===== src/rtl/mem_port_pkg.sv =====
// Shared definitions for the two-phase memory port (request phase plus
// in-order read-data phase).
//
// Contents:
//   MEM_DATA_W / MEM_ADDR_W / MEM_BE_W : port field widths
//   MEM_OOB_DATA                       : data returned for out-of-range reads
//   req_kind_e                         : decoded kind of the request accepted this cycle
//   rd_slot_t                          : one stage of the read-latency pipeline
//   be_merge()                         : byte-enable merge of write data into a word
package mem_port_pkg;

    localparam int unsigned MEM_DATA_W = 32;
    localparam int unsigned MEM_ADDR_W = 32;
    localparam int unsigned MEM_BE_W   = 4;

    localparam logic [MEM_DATA_W-1:0] MEM_OOB_DATA = 32'hFFFF_FFFF;

    typedef enum logic [1:0] {
        REQ_IDLE,
        REQ_WRITE,
        REQ_READ
    } req_kind_e;

    typedef struct packed {
        logic                  valid;
        logic [MEM_DATA_W-1:0] data;
    } rd_slot_t;

    // Bytes whose enable bit is set take the write data; the rest keep the old word.
    function automatic logic [MEM_DATA_W-1:0] be_merge(
        input logic [MEM_DATA_W-1:0] old_word,
        input logic [MEM_DATA_W-1:0] wr_data,
        input logic [MEM_BE_W-1:0]   be
    );
        logic [MEM_DATA_W-1:0] merged;
        merged = old_word;
        for (int unsigned b = 0; b < MEM_BE_W; b++) begin
            if (be[b]) begin
                merged[8*b +: 8] = wr_data[8*b +: 8];
            end
        end
        return merged;
    endfunction

endpackage


===== src/rtl/resp_fifo.sv =====
// Response buffer: small synchronous FIFO with occupancy count.
//
// Ports:
//   i_clk        : clock, rising edge
//   i_rst_n      : asynchronous active-low reset, empties the FIFO
//   i_push       : write i_push_data (ignored when full)
//   i_push_data  : entry to store
//   i_pop        : drop the head entry (ignored when empty)
//   o_count      : number of stored entries, 0..DEPTH
//   o_head       : oldest entry; 0 when empty
module resp_fifo #(
    parameter int unsigned WIDTH = 32,
    parameter int unsigned DEPTH = 2
) (
    input  logic                         i_clk,
    input  logic                         i_rst_n,
    input  logic                         i_push,
    input  logic [WIDTH-1:0]             i_push_data,
    input  logic                         i_pop,
    output logic [$clog2(DEPTH+1)-1:0]   o_count,
    output logic [WIDTH-1:0]             o_head
);

    localparam int unsigned CNT_W = $clog2(DEPTH + 1);
    localparam int unsigned PTR_W = (DEPTH > 1) ? $clog2(DEPTH) : 1;

    logic [WIDTH-1:0] r_mem [DEPTH];
    logic [PTR_W-1:0] r_wr_ptr;
    logic [PTR_W-1:0] r_rd_ptr;
    logic [CNT_W-1:0] r_count;

    logic w_do_push;
    logic w_do_pop;

    assign w_do_push = i_push & (r_count != CNT_W'(DEPTH));
    assign w_do_pop  = i_pop  & (r_count != '0);

    // Pointers wrap modulo DEPTH, which need not be a power of two.
    function automatic logic [PTR_W-1:0] ptr_next(input logic [PTR_W-1:0] p);
        return (p == PTR_W'(DEPTH - 1)) ? '0 : p + 1'b1;
    endfunction

    always_ff @(posedge i_clk or negedge i_rst_n) begin
        if (!i_rst_n) begin
            r_wr_ptr <= '0;
            r_rd_ptr <= '0;
            r_count  <= '0;
            for (int unsigned i = 0; i < DEPTH; i++) begin
                r_mem[i] <= '0;
            end
        end else begin
            if (w_do_push) begin
                r_mem[r_wr_ptr] <= i_push_data;
                r_wr_ptr        <= ptr_next(r_wr_ptr);
            end
            if (w_do_pop) begin
                r_rd_ptr <= ptr_next(r_rd_ptr);
            end
            case ({w_do_push, w_do_pop})
                2'b10:   r_count <= r_count + 1'b1;
                2'b01:   r_count <= r_count - 1'b1;
                default: r_count <= r_count;
            endcase
        end
    end

    assign o_count = r_count;
    assign o_head  = (r_count != '0) ? r_mem[r_rd_ptr] : '0;

endmodule


===== src/rtl/mem_responder.sv =====
// Memory-side responder for the two-phase memory port (IDT/vector store).
// Word-addressed storage, fixed read latency, bounded in-order response buffer.
//
// Ports:
//   clk              : clock, rising edge
//   reset            : asynchronous active-low reset (clears storage and all state)
//   mem_valid        : request valid
//   mem_ready        : request accepted this cycle if mem_valid is high
//   mem_address      : byte address, bits [1:0] ignored
//   mem_wr_en        : 1 = write, 0 = read
//   mem_wr_data      : write data
//   mem_wr_size      : byte enables, bit i writes byte i
//   mem_dp_valid     : read data valid
//   mem_dp_ready     : requester accepts read data
//   mem_dp_read_data : read data (held stable while mem_dp_valid is high)
//   err_oob          : sticky out-of-range access flag
//   err_clear        : clears err_oob (a coincident new OOB access wins)
module mem_responder
    import mem_port_pkg::*;
#(
    parameter int unsigned ADDR_BITS = 4,
    parameter int unsigned LATENCY   = 2,
    parameter int unsigned OUT_DEPTH = 2
) (
    input  logic                  clk,
    input  logic                  reset,
    input  logic                  mem_valid,
    output logic                  mem_ready,
    input  logic [MEM_ADDR_W-1:0] mem_address,
    input  logic                  mem_wr_en,
    input  logic [MEM_DATA_W-1:0] mem_wr_data,
    input  logic [MEM_BE_W-1:0]   mem_wr_size,
    output logic                  mem_dp_valid,
    input  logic                  mem_dp_ready,
    output logic [MEM_DATA_W-1:0] mem_dp_read_data,
    output logic                  err_oob,
    input  logic                  err_clear
);

    localparam int unsigned WORDS  = 1 << ADDR_BITS;
    localparam int unsigned OCNT_W = $clog2(OUT_DEPTH + 1);

    logic [MEM_DATA_W-1:0] r_mem [WORDS];
    logic [OCNT_W-1:0]     r_out_cnt;
    logic                  r_err;

    logic                  w_ready;
    logic                  w_accept;
    logic                  w_in_range;
    logic [ADDR_BITS-1:0]  w_index;
    req_kind_e             w_kind;
    logic                  w_rd_acc;
    logic [MEM_DATA_W-1:0] w_rd_data;
    logic                  w_push_v;
    logic [MEM_DATA_W-1:0] w_push_d;
    logic                  w_pop;
    logic [OCNT_W-1:0]     w_fifo_cnt;
    logic [MEM_DATA_W-1:0] w_fifo_head;
    logic                  w_unused_addr_lsb;

    assign w_unused_addr_lsb = ^mem_address[1:0];

    // Outstanding reads cover both the latency pipeline and the buffer, so the
    // buffer can never overflow and the pipeline never needs a stall path.
    assign w_ready    = reset & (r_out_cnt < OCNT_W'(OUT_DEPTH));
    assign w_accept   = mem_valid & w_ready;
    assign w_in_range = (mem_address[MEM_ADDR_W-1:ADDR_BITS+2] == '0);
    assign w_index    = mem_address[ADDR_BITS+1:2];

    always_comb begin
        w_kind = REQ_IDLE;
        if (w_accept) begin
            w_kind = mem_wr_en ? REQ_WRITE : REQ_READ;
        end
    end

    assign w_rd_acc  = (w_kind == REQ_READ);
    assign w_rd_data = w_in_range ? r_mem[w_index] : MEM_OOB_DATA;

    // Storage
    always_ff @(posedge clk or negedge reset) begin
        if (!reset) begin
            for (int unsigned i = 0; i < WORDS; i++) begin
                r_mem[i] <= '0;
            end
        end else if ((w_kind == REQ_WRITE) && w_in_range) begin
            r_mem[w_index] <= be_merge(r_mem[w_index], mem_wr_data, mem_wr_size);
        end
    end

    // Latency pipeline: the buffer register itself is the last stage, so only
    // LATENCY-1 pipeline registers sit in front of it.
    if (LATENCY == 1) begin : g_lat1
        assign w_push_v = w_rd_acc;
        assign w_push_d = w_rd_data;
    end else begin : g_pipe
        rd_slot_t r_pipe [LATENCY-1];

        always_ff @(posedge clk or negedge reset) begin
            if (!reset) begin
                for (int unsigned k = 0; k < LATENCY - 1; k++) begin
                    r_pipe[k] <= '0;
                end
            end else begin
                r_pipe[0] <= '{valid: w_rd_acc, data: w_rd_data};
                for (int unsigned k = 1; k < LATENCY - 1; k++) begin
                    r_pipe[k] <= r_pipe[k-1];
                end
            end
        end

        assign w_push_v = r_pipe[LATENCY-2].valid;
        assign w_push_d = r_pipe[LATENCY-2].data;
    end

    resp_fifo #(
        .WIDTH(MEM_DATA_W),
        .DEPTH(OUT_DEPTH)
    ) u_resp_fifo (
        .i_clk       (clk),
        .i_rst_n     (reset),
        .i_push      (w_push_v),
        .i_push_data (w_push_d),
        .i_pop       (w_pop),
        .o_count     (w_fifo_cnt),
        .o_head      (w_fifo_head)
    );

    assign w_pop = mem_dp_valid & mem_dp_ready;

    // Outstanding read count
    always_ff @(posedge clk or negedge reset) begin
        if (!reset) begin
            r_out_cnt <= '0;
        end else begin
            case ({w_rd_acc, w_pop})
                2'b10:   r_out_cnt <= r_out_cnt + 1'b1;
                2'b01:   r_out_cnt <= r_out_cnt - 1'b1;
                default: r_out_cnt <= r_out_cnt;
            endcase
        end
    end

    // Sticky out-of-range flag; a new OOB access beats a coincident clear.
    always_ff @(posedge clk or negedge reset) begin
        if (!reset) begin
            r_err <= 1'b0;
        end else if (w_accept && !w_in_range) begin
            r_err <= 1'b1;
        end else if (err_clear) begin
            r_err <= 1'b0;
        end
    end

    assign mem_ready        = w_ready;
    assign mem_dp_valid     = (w_fifo_cnt != '0);
    assign mem_dp_read_data = w_fifo_head;
    assign err_oob          = r_err;

endmodule

===== config.mk =====
export PLATFORM = sky130hd
export DESIGN_NAME = mem_responder
export DESIGN_NICKNAME = d
export VERILOG_FILES = /design/src/rtl/mem_port_pkg.sv /design/src/rtl/resp_fifo.sv /design/src/rtl/mem_responder.sv
export SDC_FILE = /design/constraint.sdc
export NUM_CORES = 1
export LEC_CHECK = 0
export BUFFER_PORTS_ARGS = -buffer_cell sky130_fd_sc_hd__buf_2
export CELL_PAD_IN_SITES_DETAIL_PLACEMENT = 1
export CELL_PAD_IN_SITES_GLOBAL_PLACEMENT = 2
export CORE_AREA = 8 8 279 281
export CTS_CLUSTER_DIAMETER = 150
export DETAILED_ROUTE_END_ITERATION = 8
export DIE_AREA = 0 0 287 289
export HOLD_SLACK_MARGIN = 0.08
export PLACE_DENSITY_LB_ADDON = 0.1
export SLEW_MARGIN = 20
export SYNTH_ARGS = -nofsm -noshare
export SYNTH_HDL_FRONTEND = slang
export SYNTH_SLANG_ARGS = --single-unit

===== constraint.sdc =====
create_clock -name clk -period 2.2 [get_ports clk]
set_input_delay 0.22 -clock clk [delete_from_list [all_inputs] [get_ports clk]]
set_output_delay 0.22 -clock clk [all_outputs]
set_load 0.05 [all_outputs]

==> impl.org <==
** Timing
- Total of endpoints with negative setup slack in the final report :: 0
- The clock period could shrink to 2150 ps.
- The final-report max-slew violation count came to 0.
- Headroom to the max-slew limit :: 0.2308
- For the pin with the worst max-slew slack, the measured transition is 1154 ps.
- Of the available clock period, the critical path in the final layout requires 0.9771.
- Once routing completed, OpenROAD measured the worst setup slack at 50.44 ps.
- Highest clock rate :: roughly 470 MHz
- Setup repair after global routing missed its margin :: true
- Hold Violations, Final :: 0
- On the final layout, the worst hold slack is 116.6 ps.
- Total Negative Setup Slacks :: 0 ps
- Clock skew on the completed layout was measured at around 17 ps.

** Setup path
- Along the worst path, the maximum fanout reaches 32.
- Among all stages on the critical path, the largest delay is contributed by and4b_4.
- The worst setup path is captured at a flop.
- On the worst path, the slowest cell contributes a delay of around 440 ps.
- For the worst setup path, the data required time is roughly 2700 ps.
- The signal on the critical path passes through and4b_4, nand3_2, nor4_4, buf_12, mux2_2.
- Category of the critical setup timing path :: reg -> reg
- Crit path DAT :: 2640 ps
- Startpoint type of the worst setup path :: flop

** Clock network
- Clock tree from TritonCTS :: yes
- No sink is reached through more buffers than the 3 on the longest clock path.
- Num CTS Buffers :: about 70
- H-tree depth :: 3
- Clk slew on worst S/H paths :: around 60 ps
- For this design, the sink count on the clock tree is 616.
- The clock reaches the later pin of the worst-skew pair after approximately 610 ps.
- In this run the clock root is driven by a clkbuf_16.

** GRT
- Entering global routing, the biggest net connects 174 pins.
- The first global-routing pass estimated 157.0 mm of wire.
- Remaining global-route overflow :: 0
- The number of antenna violations at the first check in global routing came to 4.
- For this run, the total global-route usage over all layers was measured as 0.2464.
- Via count of the first global-routing pass :: roughly 24000

** Place
- Instance count after placement with tap cells included :: 3457
- Post-detail-place hpwl :: 64.93 mm
- Cell area reported after detailed placement :: approximately 32000 sq um
- Port Buffers :: 106
- Post-Place Setup Slack :: -125.1 ps
- Routability-driven placement finished with a final weighted congestion of 0.7804.

** Final layout
- # fillers :: 7594
- Ratio of cells with drive above 1 in the final layout :: 0.2996
- Summing all multi-input logic gate instances after layout gives 13010 sq um.
- Final non-filler cell area :: around 35000 sq um
- The area growth from synthesis to layout is 20.48%.
- Nets :: approximately 2700
- Final non-filler cell total :: 3597
- Across the whole layout, storage elements account for around 15000 sq um.

** Logic synthesis
- Distinct cell type count of the synthesized netlist :: slightly above 40
- Syn Nets :: about 2500
- Number of storage elements in the synthesis netlist :: a little over 600
- Synthesis produced about 2400 cells.
- Cell area after synthesis :: 29160 sq um
- The most used flip-flop cell after synthesis is dfrtp_1.
- In this run, synthesis inferred 0 flip-flops with an integrated enable.
- Ys async rst share :: 1.000
- Synthesized area divided by synthesized cell count :: ~12 sq um
- Seq/Total Area, Yosys :: 0.5286
- Total number of yosys warnings :: 0

** Power
- Of the total power, registers draw 0.398.
- Highest ir drop seen on vdd :: 0.001336 V
- Of the total power, the clock network draws 0.396.
- Internal cell power :: 21610 uW
- Fraction of power consumed by combinational cells :: 0.206
- Power density of the placed cells :: between 800 and 900 nW/um^2
- Leakage power of the design :: 0.01592 uW
- Switching power :: 9502 uW
- Of the total power, the share spent switching nets is 0.3054.

** Die
- After floorplanning, the core was sized to cover roughly 74000 sq um.
- In this run the vertical extent of the chip is 289 microns.
- The initial utilization of the core area, before any placement, comes to 0.3963.
- Overall die area :: roughly 83000 sq um
- Measured along the x axis, the die boundary spans 287 microns.
- Ports :: ~110
- # rows :: 100

** Routing
- Average via count per standard cell :: 6.240
- Via Count :: 22450
- Summed over all layers, the routed wires come to 102.9 mm.
- Iteration-0 DRC Markers :: 1566
- The detail route stage leaves a number of antenna-violating nets equal to 0.
- The first TritonRoute pass finished after 5 iterations.
- Average wire per standard cell :: 28.61 microns
- In the routed design, unresolved DRC markers number 0.

** Status
- Status :: complete, no violations

** Run
- Count of max-cap constraint violations :: 0

** Hold path
- The tightest min-delay check is of the in -> reg type.
==> synth_stat cells (33+ instances only) <==
library cell | n | share of area
a22oi_1 | 123 | 0.032
a31oi_1 | 512 | 0.11
buf_2 | 79 | 0.014
clkbuf_1 | 135 | 0.017
dfrtp_1 | 616 | 0.53
mux2_2 | 320 | 0.12
mux2i_1 | 288 | 0.099
nand2_1 | 44 | 0.0057
nand3_1 | 63 | 0.011
nor2_1 | 43 | 0.0055
o211ai_1 | 33 | 0.0085
==> registers in the layout, summed over array words and instances, names as in the netlist, 2 cells and up <==
signal	flops
u_resp_fifo.r_mem	64
r_out_cnt	2
w_push_d	32
u_resp_fifo.o_count	2
r_mem	512
==> stage by stage <==
step	power [uW]	util
final	31110	0.4775
after global routing	32330	0.4775
after CTS	31410	0.4761
after detailed placement	18860	0.4415
after global placement	18710	0.4415
after floorplan	16670	-
==> final timing paths <==
| path | depth (start not counted) | slack (ps) | to | startpoint |
|---|---|---|---|---|
| max in group asynchronous | 5 | 320 | r_mem[507] | reset |
| setup reg to reg | 5 | 50 | r_mem[109] | r_out_cnt[1] |
| setup / recovery | 5 | 50 | r_mem[109] | r_out_cnt[1] |
| hold reg to reg | 1 | 500 | u_resp_fifo.r_mem[28] | w_push_d[28] |
| min in group asynchronous | 3 | 180 | u_resp_fifo.r_mem[30] | reset |
| hold / removal | 4 | 120 | r_mem[483] | mem_wr_data[3] |
==> cell usage in the layout (no fill, tap or decap), drive strengths merged, types with 2 or more instances in the layout <==
cell type and count:
dfrtp 616, a31oi 512, mux2 320, buf 295, mux2i 288, a22oi 123
clkbuf 118, nand3 64, nand2 44, nor2 43, o211ai 33, a32oi 27
a32o 27, nor4 26, inv 10, bufinv 8, clkinv 8, dlygate4sd3 8
and2 7, nor2b 7, xnor2 6, nand4 6, a41oi 5, a41o 5
nor3 4, or3b 2, nand2b 2, xor2 2, ha 2, or2 2
==> power by group through the flow <==
stage	Combinational [uW]	Sequential [uW]	Clock [uW]
floorplan	4250	12400	0
global placement	6150	12600	0
detailed placement	6250	12600	0
CTS	6380	12400	12600
global route	6810	12500	13000
finish	6400	12400	12300
==> logic make-up (layout without fill, tap and decap cells) <==
group,count (synthesis),after routing,share of synthesized area
compound gates,734,734,0.1710
xor+xnor,8,8,0.002403
mux,608,608,0.2224
other cells,0,1,0
simple gates,211,211,0.04012
buf+inv,236,448,0.03454
flops,616,616,0.5286
fa+ha+maj,2,2,0.0008580
==> per-layer routing <==
layer | track usage | part of all wire | up-vias | wire (microns)
met5 | 0 | 0.00022 | - | 23
met4 | 0.08930 | 0.039 | 4 | 4030
met3 | 0.03646 | 0.046 | 198 | 4766
met2 | 0.4099 | 0.48 | 576 | 49450
met1 | 0.3259 | 0.43 | 11890 | 44640
li1 | - | - | 9777 | -
==> area by class of cell <==
type / instances / area share
Clock buffer: 105 / 0.05969
Antenna cell: 1 / 0.00007123
Clock inverter: 21 / 0.009189
Tap cell: 969 / 0.03451
Inverter: 6 / 0.0006411
Timing Repair Buffer: 316 / 0.08658
Sequential cell: 616 / 0.4389
Multi-Input combinational cell: 1563 / 0.3704
==> critical path: cells and delay by family (launching register included) <==
family | cells | cell delay (ps)
simple gates | 3 | 910
flops | 1 | 380
mux | 1 | 380
buf+inv | 1 | 310
==> repair_timing <==
item	in CTS	in global routing
resized for setup	7	25
gates cloned	0	1
setup buffers	3	1
hold buffers	8	0
pin swaps	0	2
endpoints found under the setup margin	305	255
hold endpoints to repair	132	0
No activity file was read; power rests on OpenSTA's default activity.
